`config.mk`:
```
export PLATFORM = sky130hd
export DESIGN_NAME = multicycle_adder_flat
export DESIGN_NICKNAME = d
export VERILOG_FILES = /design/src/rtl/multicycle_adder_pkg.sv /design/src/rtl/multicycle_adder_if.sv /design/src/rtl/multicycle_adder_digit_adder.sv /design/src/rtl/multicycle_adder.sv /design/src/flat_wrapper.sv
export SDC_FILE = /design/constraint.sdc
export NUM_CORES = 1
export LEC_CHECK = 0
export ABC_AREA = 1
export CAP_MARGIN = 40
export CORE_MARGIN = 4
export CORE_UTILIZATION = 49
export CTS_BUF_LIST = sky130_fd_sc_hd__clkbuf_4
export CTS_CLUSTER_DIAMETER = 50
export DETAILED_ROUTE_END_ITERATION = 7
export PLACE_DENSITY = 0.78
export SLEW_MARGIN = 10
export SYNTH_ARGS = -nofsm -noshare
export SYNTH_HDL_FRONTEND = slang
export SYNTH_HIERARCHICAL = 1
export SYNTH_SLANG_ARGS = --single-unit
export TNS_END_PERCENT = 1
```
`constraint.sdc`:
```
create_clock -name clk -period 2.6 [get_ports clk]
set_clock_uncertainty 0.2 [all_clocks]
set_input_delay 0.52 -clock clk [delete_from_list [all_inputs] [get_ports clk]]
set_output_delay 0.52 -clock clk [all_outputs]
set_load 0.1 [all_outputs]
```
`src/rtl/multicycle_adder_pkg.sv`:
```
// Shared definitions for the digit-serial adder family: controller state
// encoding and a helper that derives the digit count from the widths.
package multicycle_adder_pkg;

    typedef enum logic [1:0] {
        ST_IDLE = 2'd0,
        ST_RUN  = 2'd1,
        ST_DONE = 2'd2
    } adder_state_e;

    function automatic int digit_count(input int width, input int digit);
        return width / digit;
    endfunction

endpackage

```
`src/rtl/multicycle_adder_if.sv`:
```
// Request/result bundle of the multicycle adder. The master issues operands
// and start; the slave (the adder) returns the registered result and status.
interface multicycle_adder_if #(
    parameter int WIDTH = 16
);
    logic             start;
    logic             sub;
    logic             cin;
    logic [WIDTH-1:0] a;
    logic [WIDTH-1:0] b;
    logic [WIDTH-1:0] sum;
    logic             cout;
    logic             ovf;
    logic             busy;
    logic             done;

    modport master (
        output start, sub, cin, a, b,
        input  sum, cout, ovf, busy, done
    );

    modport slave (
        input  start, sub, cin, a, b,
        output sum, cout, ovf, busy, done
    );
endinterface

```
`src/rtl/multicycle_adder_digit_adder.sv`:
```
// One-bit full adder cell and the DIGIT-wide ripple chain built from it.
// The chain also exposes the carry entering its MSB so overflow can be formed.
module full_adder (
    input  logic a_i,
    input  logic b_i,
    input  logic c_i,
    output logic s_o,
    output logic c_o
);
    assign s_o = a_i ^ b_i ^ c_i;
    assign c_o = (a_i & b_i) | (c_i & (a_i ^ b_i));
endmodule

module digit_adder #(
    parameter int DIGIT = 4
) (
    input  logic [DIGIT-1:0] a_i,
    input  logic [DIGIT-1:0] b_i,
    input  logic             c_i,
    output logic [DIGIT-1:0] s_o,
    output logic             c_o,
    output logic             c_msb_o
);
    // Each stage keeps its own carry nets so the chain is not one
    // self-referencing vector.
    for (genvar gi = 0; gi < DIGIT; gi++) begin : g_bit
        logic c_in;
        logic c_out;
        if (gi == 0) begin : g_first
            assign c_in = c_i;
        end else begin : g_next
            assign c_in = g_bit[gi-1].c_out;
        end
        full_adder u_fa (
            .a_i (a_i[gi]),
            .b_i (b_i[gi]),
            .c_i (c_in),
            .s_o (s_o[gi]),
            .c_o (c_out)
        );
    end

    assign c_o     = g_bit[DIGIT-1].c_out;
    assign c_msb_o = g_bit[DIGIT-1].c_in;
endmodule

```
`src/rtl/multicycle_adder.sv`:
```
// Digit-serial adder/subtractor: one DIGIT-wide slice per RUN cycle, LSB first,
// result/cout/ovf registered on entry to DONE and held until the next result.
module multicycle_adder
    import multicycle_adder_pkg::*;
#(
    parameter int WIDTH = 16,
    parameter int DIGIT = 4
) (
    input  logic              clk,
    input  logic              rst,
    multicycle_adder_if.slave bus
);
    localparam int N  = digit_count(WIDTH, DIGIT);
    localparam int CW = (N > 1) ? $clog2(N) : 1;
    localparam logic [CW-1:0] LAST = CW'(N - 1);

    adder_state_e     state_q, state_d;
    logic [CW-1:0]    idx_q, idx_d;
    logic [WIDTH-1:0] a_q, a_d;
    logic [WIDTH-1:0] b_q, b_d;
    logic [WIDTH-1:0] part_q, part_d;
    logic [WIDTH-1:0] sum_q, sum_d;
    logic             carry_q, carry_d;
    logic             cout_q, cout_d;
    logic             ovf_q, ovf_d;

    logic [DIGIT-1:0] dig_sum;
    logic             dig_cout;
    logic             dig_cmsb;

    // Operands shift right each cycle, so the active digit is always the low slice.
    digit_adder #(.DIGIT(DIGIT)) u_digit (
        .a_i     (a_q[DIGIT-1:0]),
        .b_i     (b_q[DIGIT-1:0]),
        .c_i     (carry_q),
        .s_o     (dig_sum),
        .c_o     (dig_cout),
        .c_msb_o (dig_cmsb)
    );

    always_ff @(posedge clk or posedge rst) begin
        if (rst) begin
            state_q <= ST_IDLE;
            idx_q   <= '0;
            a_q     <= '0;
            b_q     <= '0;
            part_q  <= '0;
            sum_q   <= '0;
            carry_q <= 1'b0;
            cout_q  <= 1'b0;
            ovf_q   <= 1'b0;
        end else begin
            state_q <= state_d;
            idx_q   <= idx_d;
            a_q     <= a_d;
            b_q     <= b_d;
            part_q  <= part_d;
            sum_q   <= sum_d;
            carry_q <= carry_d;
            cout_q  <= cout_d;
            ovf_q   <= ovf_d;
        end
    end

    always_comb begin
        state_d = state_q;
        idx_d   = idx_q;
        a_d     = a_q;
        b_d     = b_q;
        part_d  = part_q;
        sum_d   = sum_q;
        carry_d = carry_q;
        cout_d  = cout_q;
        ovf_d   = ovf_q;

        case (state_q)
            ST_IDLE: begin
                if (bus.start) begin
                    // Subtraction is a + ~b + 1: invert B and force the first carry.
                    a_d     = bus.a;
                    b_d     = bus.sub ? ~bus.b : bus.b;
                    carry_d = bus.sub | bus.cin;
                    idx_d   = '0;
                    part_d  = '0;
                    state_d = ST_RUN;
                end
            end
            ST_RUN: begin
                a_d     = a_q >> DIGIT;
                b_d     = b_q >> DIGIT;
                carry_d = dig_cout;
                part_d  = (part_q >> DIGIT) | (WIDTH'(dig_sum) << (WIDTH - DIGIT));
                if (idx_q == LAST) begin
                    sum_d   = part_d;
                    cout_d  = dig_cout;
                    ovf_d   = dig_cmsb ^ dig_cout;
                    state_d = ST_DONE;
                end else begin
                    idx_d = idx_q + 1'b1;
                end
            end
            ST_DONE: begin
                state_d = ST_IDLE;
            end
            default: begin
                state_d = ST_IDLE;
            end
        endcase
    end

    assign bus.sum  = sum_q;
    assign bus.cout = cout_q;
    assign bus.ovf  = ovf_q;
    assign bus.busy = (state_q != ST_IDLE);
    assign bus.done = (state_q == ST_DONE);
endmodule

```
`src/flat_wrapper.sv`:
```
// flat-port wrapper written by rule: the top's interface ports become plain ports
module multicycle_adder_flat import multicycle_adder_pkg::*;
#(
    parameter int WIDTH = 16,
    parameter int DIGIT = 4
)
  (clk, rst, bus_start, bus_sub, bus_cin, bus_a, bus_b, bus_sum, bus_cout, bus_ovf, bus_busy, bus_done);
  multicycle_adder_if #(.WIDTH(WIDTH)) bus_i ();
  input  logic clk;
  input  logic rst;
  input wire logic [$bits(bus_i.start)-1:0] bus_start;
  input wire logic [$bits(bus_i.sub)-1:0] bus_sub;
  input wire logic [$bits(bus_i.cin)-1:0] bus_cin;
  input wire logic [$bits(bus_i.a)-1:0] bus_a;
  input wire logic [$bits(bus_i.b)-1:0] bus_b;
  output wire logic [$bits(bus_i.sum)-1:0] bus_sum;
  output wire logic [$bits(bus_i.cout)-1:0] bus_cout;
  output wire logic [$bits(bus_i.ovf)-1:0] bus_ovf;
  output wire logic [$bits(bus_i.busy)-1:0] bus_busy;
  output wire logic [$bits(bus_i.done)-1:0] bus_done;
  assign bus_i.start = bus_start;
  assign bus_i.sub = bus_sub;
  assign bus_i.cin = bus_cin;
  assign bus_i.a = bus_a;
  assign bus_i.b = bus_b;
  assign bus_sum = bus_i.sum;
  assign bus_cout = bus_i.cout;
  assign bus_ovf = bus_i.ovf;
  assign bus_busy = bus_i.busy;
  assign bus_done = bus_i.done;
  multicycle_adder #(.WIDTH(WIDTH), .DIGIT(DIGIT)) u_core (.clk(clk), .rst(rst), .bus(bus_i));
endmodule
```
== After elaboration in Yosys (flattened, before gate mapping) ==
Index checks and enable logic that the tools add are counted.

* Add/subtract/negate cells: 1
* Equality and inequality tests: 6
* Muxes and demuxes: 15
* Bitwise operators: 24
* Reductions and logical operators: 7

{| class="wikitable"
|+ Operators with widths
! kind !! count
|-
| 16-bit case mux with 2 select lines || 3
|-
| 16-bit two-way mux || 4
|-
| 16-bit inverter || 1
|-
| 12-bit by 16-bit bitwise OR with 16-bit output || 1
|-
| 1-bit XOR || 9
|-
| 1-bit AND || 8
|-
| 2-bit two-way mux || 4
|-
| 2-bit case mux with 2 select lines || 2
|-
| 2-bit AND reduction || 3
|-
| 1-bit bitwise OR || 5
|-
| 2-bit == test (second input constant) || 2
|-
| 2-bit != test (second input constant) || 2
|-
| 2-bit nonzero test || 2
|-
| 3-bit AND reduction || 1
|-
| 2-bit by 1-bit adder with 2-bit output (second input constant) || 1
|-
| 2-bit by 1-bit == test with 1-bit output (second input constant) || 1
|-
| 2-bit zero test || 1
|-
| 2-bit by 1-bit != test with 1-bit output (second input constant) || 1
|-
| 1-bit case mux with 2 select lines || 1
|-
| 1-bit two-way mux || 1
|}

* Register bits after elaboration: 71
* Bits of input ports: 37
* Output and inout bits: 20
* Logic and storage cells: 62

== Logic depth before layout (Yosys ltp) ==
Gate-level depths: netlist of the first run.

* Depth after elaboration: 10
* Gate-level depth with buffers: 8
* Mapped depth without buffers: 8

== Cells and area by module ==
Netlist of the first run, hierarchy kept.

{| class="wikitable"
|+ Modules (own cells, without submodules)
! module !! instances !! cells an instance !! area an instance (um^2) !! sequential area each (um^2)
|-
| multicycle_adder || 1 || 405 || 3130.5 || 1676.6
|-
| full_adder || 4 || 1 || 20.0 || 0.0
|}

== Least setup slack after synthesis of the first run ==
OpenSTA, ideal clock, no wires.

* Path kind: reg-to-output
* Start: reg u_core.state_q[0]
* End: out bus_done
* Arrival: 1979 ps
* Data required time: 1880 ps
* Path slack: -99 ps
* Stages on the path, launching flop included: 4
* Buffers on the path: 2
* Cell sequence: dfrtp_1 buf_6 buf_2 nor2_1

* Cells in the longest elaborated chain, start to end: 1

{| class="wikitable"
|+ RTL lines
! item !! RTL line !! RTL
|-
| start: declaration || multicycle_adder.sv:17 || <nowiki>adder_state_e state_q, state_d;</nowiki>
|-
| start signal: assignment || multicycle_adder.sv:53 || <nowiki>state_q <= state_d;</nowiki>
|-
| 2-bit == test || multicycle_adder.sv:115 || <nowiki>assign bus.done = (state_q == ST_DONE);</nowiki>
|-
| end: declaration || flat_wrapper.sv:20 || <nowiki>output wire logic [$bits(bus_i.done)-1:0] bus_done;</nowiki>
|}

No other way between the ends.

== Final worst setup path of the first run ==
* Start: reg u_core.a_q[0]
* End: reg u_core.part_q[15]

* Cells in the longest elaborated chain, start to end: 10
* Elaborated cells on any way between the ends: 11
* Those cells by class: 1 x mux; 10 x bitwise

{| class="wikitable"
|+ RTL lines
! item !! RTL line !! RTL
|-
| start: declaration || multicycle_adder.sv:19 || <nowiki>logic [WIDTH-1:0] a_q, a_d;</nowiki>
|-
| start signal: assignment || multicycle_adder.sv:45 || <nowiki>a_q <= '0;</nowiki>
|-
| start signal: assignment || multicycle_adder.sv:55 || <nowiki>a_q <= a_d;</nowiki>
|-
| 1-bit XOR || multicycle_adder_digit_adder.sv:11 || <nowiki>assign c_o = (a_i & b_i) | (c_i & (a_i ^ b_i));</nowiki>
|-
| 1-bit AND || multicycle_adder_digit_adder.sv:11 ||
|-
| 1-bit bitwise OR (*) || multicycle_adder_digit_adder.sv:11 ||
|-
| named net u_core.u_digit.g_bit[0].c_out || multicycle_adder_digit_adder.sv:28 || <nowiki>logic c_out;</nowiki>
|-
| 1-bit AND (*) || multicycle_adder_digit_adder.sv:11 ||
|-
| 1-bit bitwise OR (*) || multicycle_adder_digit_adder.sv:11 ||
|-
| named net u_core.u_digit.g_bit[1].c_out || multicycle_adder_digit_adder.sv:28 ||
|-
| 1-bit AND (*) || multicycle_adder_digit_adder.sv:11 ||
|-
| 1-bit bitwise OR (*) || multicycle_adder_digit_adder.sv:11 ||
|-
| named net u_core.dig_cmsb || multicycle_adder.sv:29 || <nowiki>logic dig_cmsb;</nowiki>
|-
| 1-bit XOR (*) || multicycle_adder_digit_adder.sv:10 || <nowiki>assign s_o = a_i ^ b_i ^ c_i;</nowiki>
|-
| named net u_core.dig_sum[3] || multicycle_adder.sv:27 || <nowiki>logic [DIGIT-1:0] dig_sum;</nowiki>
|-
| 12-bit by 16-bit bitwise OR with 16-bit output (*) || multicycle_adder.sv:92 || <nowiki>part_d = (part_q >> DIGIT) | (WIDTH'(dig_sum) << (WIDTH - DIGIT));</nowiki>
|-
| 16-bit case mux with 2 select lines (*) || multicycle_adder.sv:76 || <nowiki>case (state_q)</nowiki>
|-
| end signal: assignment || multicycle_adder.sv:57 || <nowiki>part_q <= part_d;</nowiki>
|-
| end: declaration || multicycle_adder.sv:21 || <nowiki>logic [WIDTH-1:0] part_q, part_d;</nowiki>
|}

The timed path passes the listed nets; every way through them passes the cells marked *.
A chain may end at the register's enable or synchronous reset.

==> results.md, run 1 <==
- Of the cells placed in the final design, the portion with a size suffix greater than 1 is 0.124.
- The net count of the finished layout is 506.
- Across all setup checks in the final design, the least slack found is 0.0723 ns.
- The repair_antennas step left the layout with diodes totalling 0.
- In this design, the critical path's most frequently occurring cell is fa_2.
- Counting the buffers created by CTS gives 9.
- The library cell contributing the largest single delay on the critical path is fa_2.
- The leakage component of the power is 0.00211 µW.
- Setup repair after global routing left no endpoint under its margin.
- The number of distinct standard cells referenced by the synthesized netlist is 20.
- The total nets after synthesis is 451.
- In this run the core area contains 29 standard-cell rows.
- Dividing the final minimum period by the clock period gives 0.972.
- The worst reg2reg path startpoint is u_core/a_q[0]$_DFFE_PP0P_.
- Detailed placement ended at an HPWL of 4640 µm.
- The number of hold violations in the final report is 0.
- The placeable core area is 6350 µm².
- The synthesis-to-layout area growth is 24.2%.
- Synthesis inferred 67 register bits.
- The worst slack after detailed placement is -0.0613 ns.
- Setup violations remaining at the end of the flow were counted as 0.
- The finished cells cover 3990 µm².
- The initial cell density of the core is 0.506.
- The worst slew margin relative to its limit is 0.495.
- Traced cell by cell, the critical path runs through fa_2 > fa_2 > fa_2 > fa_2 > inv_2 > o22ai_2.
- The average instance in the mapped netlist occupies 7.85 µm².
- In this design, the stage delay of the slowest critical-path cell is 0.54 ns.
- Internal power comes to 2810 µW.
- The number of antenna violations at the first check in global routing is 0.
- The total global routing track utilization is 0.189.
- The capturing element type of the critical path is a flip-flop.
- The area enclosed by the die boundary is 7910 µm².
- The net switching power of the design is 2830 µW.
- The height of the die is 88.9 µm.
- The startpoint type of the worst setup path is a flip-flop.
- CTS built an H-tree with a depth of 3.
- VDD sags by at most 1.15 mV.
- The arrival time reported for the critical path endpoint is 2.65 ns.
- Of the synthesized area, sequential elements account for 0.522.
- The switching power as a share of total power is 0.502.
- Entering global routing, the biggest net connects 41 pins.
- The worst setup path is of the flip-flop to flip-flop kind.
- Setup total negative slack on the finished layout was measured at 0 ns.
- Clock-pin slew was measured on the worst setup and hold paths at 0.12 ns.
- The I/O pin total is 57.
- After the first detailed-routing iteration, the DRC count stood at 125.
- The critical-path maximum fanout is 2.
- The launch point of the critical path is u_core/a_q[0]$_DFFE_PP0P_.
- The worst path needs 2.53 ns of the cycle, external delays included.
- The area of placed instances is 3790 µm².
- The wire length reported by the detailed router is 6680 µm.
- The final count of pins violating max slew is 0.
- The number of global-route vias before repair was 2605.
- The fmax is 0.396 GHz.
- The required arrival time at the worst endpoint is 2.72 ns.
- Counting every sink on the clock net gives 67.
- The wire length of the first global-routing pass is 11500 µm.
- The max-capacitance violation count is 0.
- The power per cell area is 1420 nW/µm².
- The mapped cell area is 3210 µm².
- In the routed layout, each cell is associated on average with a via count of 4.88.
- The synthesis warning total is 6.
- The tree is rooted in a clkbuf_4.
- Port buffering added 56 buffers.
- In the layout the commonest cells are 177 x nand2_1, 67 x dfrtp_1, 38 x inv_1.
- TritonCTS built the clock tree.
- The run finished with clean final reports.
- The library cell used most frequently in the layout, excluding fill and tap cells, is nand2_1.
- For the pin with the worst max-slew slack, the measured transition is 0.757 ns.
- Of the total power, combinational logic draws 0.538.
- The type of the worst min-delay path is input port to asynchronous set/reset pin.
- The via count is 2663.
- The per-cell routed wire length is 12.2 µm.
- The die is 88.9 µm wide.
- The clock latency of the later-clocked register in the worst-skew pair is 0.40 ns.
- The first detailed-routing pass ran for 6 iterations.
- The share of power burned in the clock network is 0.140.
- The placer congestion estimate is 0.764.
- Synthesis handed over a netlist of 409 instances.
- Of the total power, registers draw 0.321.
- In this run the remaining antenna-violating nets after routing total 0.
- The remaining routing DRC violations is 0.
- The remaining global-route overflow is 0.
- Counting along the longest clock path gives a buffer depth of 2.
==> layout make-up <==
| cell class | instances | area, µm² |
|---|---|---|
| Fill cell | 591 | 2360 |
| Sequential cell | 67 | 1680 |
| Multi-Input combinational cell | 278 | 1270 |
| Timing Repair Buffer | 65 | 616 |
| Inverter | 43 | 161 |
| Clock inverter | 7 | 101 |
| Tap cell | 77 | 96.3 |
| Clock buffer | 9 | 67.6 |
==> critical path, delay by kind of cell, from the launching register on <==
| kind | cells | cell delay, ns |
|---|---|---|
| buf+inv | 1 | 0.04 |
| compound gates | 1 | 0.15 |
| fa+ha+maj | 4 | 1.64 |
| flops | 1 | 0.42 |
==> final timing paths <==
check	slack, ns	cells after the start	end
worst max-delay path	0.07	6	u_core/part_q[15]$_DFFE_PP0P_
worst min-delay path	0.21	2	u_core/part_q[14]$_DFFE_PP0P_
worst max register to register	0.07	6	u_core/part_q[15]$_DFFE_PP0P_
worst min register to register	0.30	2	u_core/bus.sum[0]$_DFFE_PP0P_
max in group asynchronous	1.45	3	u_core/b_q[5]$_DFFE_PP0P_
min in group clk	0.30	2	u_core/bus.sum[0]$_DFFE_PP0P_
==> routing by layer <==
layer	vias to the layer above	global-route usage	part of all wire	wire length, µm
met1	1209	0.232	0.44	2940
met4	0	0.0717	0.0082	55
met2	72	0.328	0.49	3300
li1	1374	-	-	-
met3	8	0.0396	0.058	385
met5	-	0	0	0
==> per-stage QoR <==
stage                     hold WS (ns)  utilization  cells  power (µW)
after floorplan                  0.249            -    409        4160
after CTS                        0.195        0.626    546        5650
after detailed placement         0.268        0.598    529        4820
after global routing             0.209        0.628    546        6120
after global placement           0.262        0.598    529        4720
final                            0.211        0.628    546        5640
==> cells in the mapped netlist <==
cell type / number / share of area
dfrtp_1: 67 / 0.52
o21ai_4: 1 / 0.0051
buf_2: 14 / 0.022
buf_6: 3 / 0.011
ha_1: 1 / 0.0039
nand2_4: 2 / 0.0070
nand3_1: 31 / 0.048
inv_1: 40 / 0.047
o21ai_0: 16 / 0.025
o21ai_1: 5 / 0.0078
buf_4: 1 / 0.0023
xnor2_1: 1 / 0.0027
fa_1: 4 / 0.025
clkinv_1: 1 / 0.0012
clkbuf_1: 3 / 0.0035
nand4_1: 2 / 0.0039
inv_2: 2 / 0.0023
o22ai_1: 12 / 0.023
nand2_1: 177 / 0.21
nor2_1: 26 / 0.030
==> power by group through the flow <==
| stage | logic, µW | registers [µW] | clock network (µW) |
|---|---|---|---|
| global placement | 2920 | 1810 | 0 |
| global route | 3370 | 1880 | 868 |
| CTS | 3020 | 1820 | 811 |
| detailed placement | 2990 | 1840 | 0 |
| finish | 3040 | 1810 | 791 |
| floorplan | 1550 | 2600 | 0 |
==> cells by family (layout without fill, tap and decap cells) <==
family,after synthesis,in the layout,share of synthesized area
AO/OA/AOI/OAI,34,34,0.0612
adder cells (fa/ha/maj),5,5,0.0288
XOR/XNOR,1,1,0.00273
flip-flops,67,67,0.522
buffers and inverters,64,124,0.0885
AND/OR/NAND/NOR,238,238,0.297
==> registers in the layout, summed over array words and instances (netlist names) <==
name and cells:
u_core/part_q 12, u_core/b_q 16, u_core/bus.cout 1, u_core/bus.ovf 1, u_core/bus.sum 16, u_core/state_q 2, u_core/a_q 16, u_core/carry_q 1
u_core/idx_q 2
==> repair_timing <==
item,CTS,global route
hold buffers,0,0
buffers inserted,1,0
hold endpoints to repair,0,0
resized for setup,2,4
endpoints found under the setup margin,4,3
No activity file was read; power rests on OpenSTA's default activity.
==> inputs of run 2 (changes only) <==
Settings changed: CORE_MARGIN 4 to 2.
==> run 2 against run 1 <==
Sequential cell count is the same; global-route usage shrank 0.064 points; maximum frequency is essentially flat; sequential power is essentially flat; first-iteration DRC count shrank 5.6%; core utilization is the same; die area shrank 8.8%; design area is the same; worst hold slack gained 0.0063 ns; critical path type unchanged; critical endpoint unchanged; largest power group unchanged.
==> results.md, run 2 (synthesized netlist as in run 1, its figures left out) <==
- The placer congestion estimate is 0.788.
- Broken down by cell family, the worst path's largest delay share belongs to adder cells.
- The final layout contains routed wiring with a total length of 6280 µm.
- The remaining antenna violation count after routing is 0.
- The number of hold violations in the final report is 0.
- In the routed design, unresolved DRC markers number 0.
- The I/O pin total is 57.
- The clock latency of the later-clocked register in the worst-skew pair is 0.42 ns.
- Traced cell by cell, the critical path runs through fa_2 > fa_2 > fa_2 > fa_2 > inv_2 > o22ai_1.
- The remaining global-route overflow is 0.
- The run finished with clean final reports.
- The clock period minus worst slack is 2.53 ns.
- The clock input transition at the sequential cells of the worst setup and hold paths is 0.12 ns.
- The fmax is 0.396 GHz.
- The via count is 2681.
- In this design, the critical path's most frequently occurring cell is fa_2.
- The region available for standard cell placement spans 6350 µm².
- The area of placed instances is 3790 µm².
- In the layout the commonest cells are 177 x nand2_1, 67 x dfrtp_1, 38 x inv_1.
- The worst reg2reg path startpoint is u_core/a_q[0]$_DFFE_PP0P_.
- The number of design-rule violations left by the first detailed-router iteration is 118.
- The area growth from synthesis to layout is 24.2%.
- The leakage component of the power is 0.00212 µW.
- The per-cell routed wire length is 11.5 µm.
- The actual slew at the worst max-slew pin is 0.453 ns.
- The final count of pins violating max slew is 0.
- The floorplan die width is 84.9 µm.
- The number of global-route vias before repair was 2598.
- Counting both buffers and inverters, the worst setup path holds a total of 1.
- In the global route stage, overall resource usage came out at 0.188.
- The CTS buffer count is 9.
- The post-route fraction of the period consumed by the critical path is 0.971.
- The wire length of the first global-routing pass is 11000 µm.
- The number of antenna diodes in the final layout is 0.
- The power per cell area is 1410 nW/µm².
- The commonest non-fill, non-tap cell in the layout is nand2_1.
- The launch point of the critical path is u_core/a_q[0]$_DFFE_PP0P_.
- Setup violations remaining at the end of the flow were counted as 0.
- The worst setup path is captured at a flip-flop.
- The filler cells instantiated in the layout total 586.
- Dividing the detail-routed via count by the number of cells gives 4.90.
- The TritonCTS clock tree is built.
- Data arrives at the worst endpoint at 2.66 ns.
- The first-pass detailed-route iteration total is 4.
- The footprint of the flip-flops and latches is 1680 µm².
- Max-cap violations in this run came to 0.
- The die is 84.9 µm tall.
- For the worst setup path, the data required time is 2.74 ns.
- The critical path in this run is classified as flip-flop to flip-flop.
- The number of antenna violations at the first check in global routing is 0.
- The longest clock path from root to sink contains 2 buffers.
- After floorplanning, the core was divided into 29 placement rows.
- The type of the worst min-delay path is input port to asynchronous set/reset pin.
- The maximum vdd drop is 1.18 mV.
- The library cell contributing the largest single delay on the critical path is fa_2.
- In the final design database the tool counted 507 nets.
- Entering global routing, the biggest net connects 44 pins.
- Measured against its own limit, the worst slew margin works out to 0.697.
- The setup check on the worst reg-to-reg path leaves a slack of 0.07 ns.
- For this configuration, the core starts out at a cell density of 0.506.
- The area of all placed cells without fillers is 3990 µm².
- The number of buffers inserted by hold repair at cts is 0.
- The critical-path maximum fanout is 2.
- The buffer cell driving the clock tree root is clkbuf_4.
- The biggest cell delay along the critical path is 0.53 ns.
- Summed over all nets, the half-perimeter wirelength after detailed placement is 4300 µm.
- Once layout is complete, the utilization of the core stands at 0.628.
- The count of input and output buffers is 56.
- For this design, the sink count on the clock tree is 67.
- The fraction of layout cells with a size suffix above 1 is 0.123.
- The multi-input logic area is 1260 µm².
- The die covers 7220 µm².
- The startpoint type of the worst setup path is a flip-flop.
- CTS built an H-tree with a depth of 3.
- Setup repair after global routing left no endpoint under its margin.
run 2: where the power goes:
part	internal [µW]	total (µW)	switching (µW)
registers	1510	1780	269
clock network	398	790	393
logic	899	3040	2140
total	2810	5610	2800
run 2: what timing repair did:
| action | CTS | global route |
|---|---|---|
| endpoints found under the setup margin | 3 | 2 |
| pin swaps | 1 | 1 |
| buffers inserted | 1 | 1 |
| resized for setup | 4 | 1 |
run 2: routing by layer:
layer  share of wire  global-route usage  wire length (µm)
met5               0                   0                 0
met4          0.0084              0.0433                53
met3           0.054              0.0574               340
met2            0.48               0.330              3030
met1            0.46               0.228              2860
run 2: path summary, 6_finish.rpt:
kind / end / cells past startpoint
worst max-delay path: u_core/part_q[15]$_DFFE_PP0P_ / 6
worst min-delay path: u_core/bus.sum[13]$_DFFE_PP0P_ / 2
worst max register to register: u_core/part_q[15]$_DFFE_PP0P_ / 6
worst min register to register: u_core/a_q[5]$_DFFE_PP0P_ / 2
max in group asynchronous: u_core/b_q[11]$_DFFE_PP0P_ / 3
min in group clk: u_core/a_q[5]$_DFFE_PP0P_ / 2
run 2: worst reg2reg max path: stages (launching register included):
cell     delay, ns
dfrtp_1       0.42
fa_2          0.40
fa_2          0.35
fa_2          0.36
fa_2          0.54
inv_2         0.04
o22ai_1       0.14
run 2: final cells by class:
cell class	count	area share
Sequential cell	67	0.420
Multi-Input combinational cell	278	0.317
Timing Repair Buffer	66	0.156
Inverter	43	0.0405
Clock inverter	7	0.0251
Tap cell	77	0.0242
Clock buffer	9	0.0169
run 2: per-stage QoR:
stage / hold WS, ns / TNS (ns) / cells / power, µW / worst slack [ns]
2_1_floorplan: 0.249 / 0 / 409 / 4160 / 0.0269
3_3_place_gp: 0.262 / -0.00803 / 529 / 4720 / -0.00584
3_5_place_dp: 0.265 / -0.136 / 529 / 4790 / -0.0780
4_1_cts: 0.213 / 0 / 546 / 5630 / 0.0480
5_1_grt: 0.224 / 0 / 547 / 6070 / 0.00928
6_report: 0.218 / 0 / 547 / 5610 / 0.0747
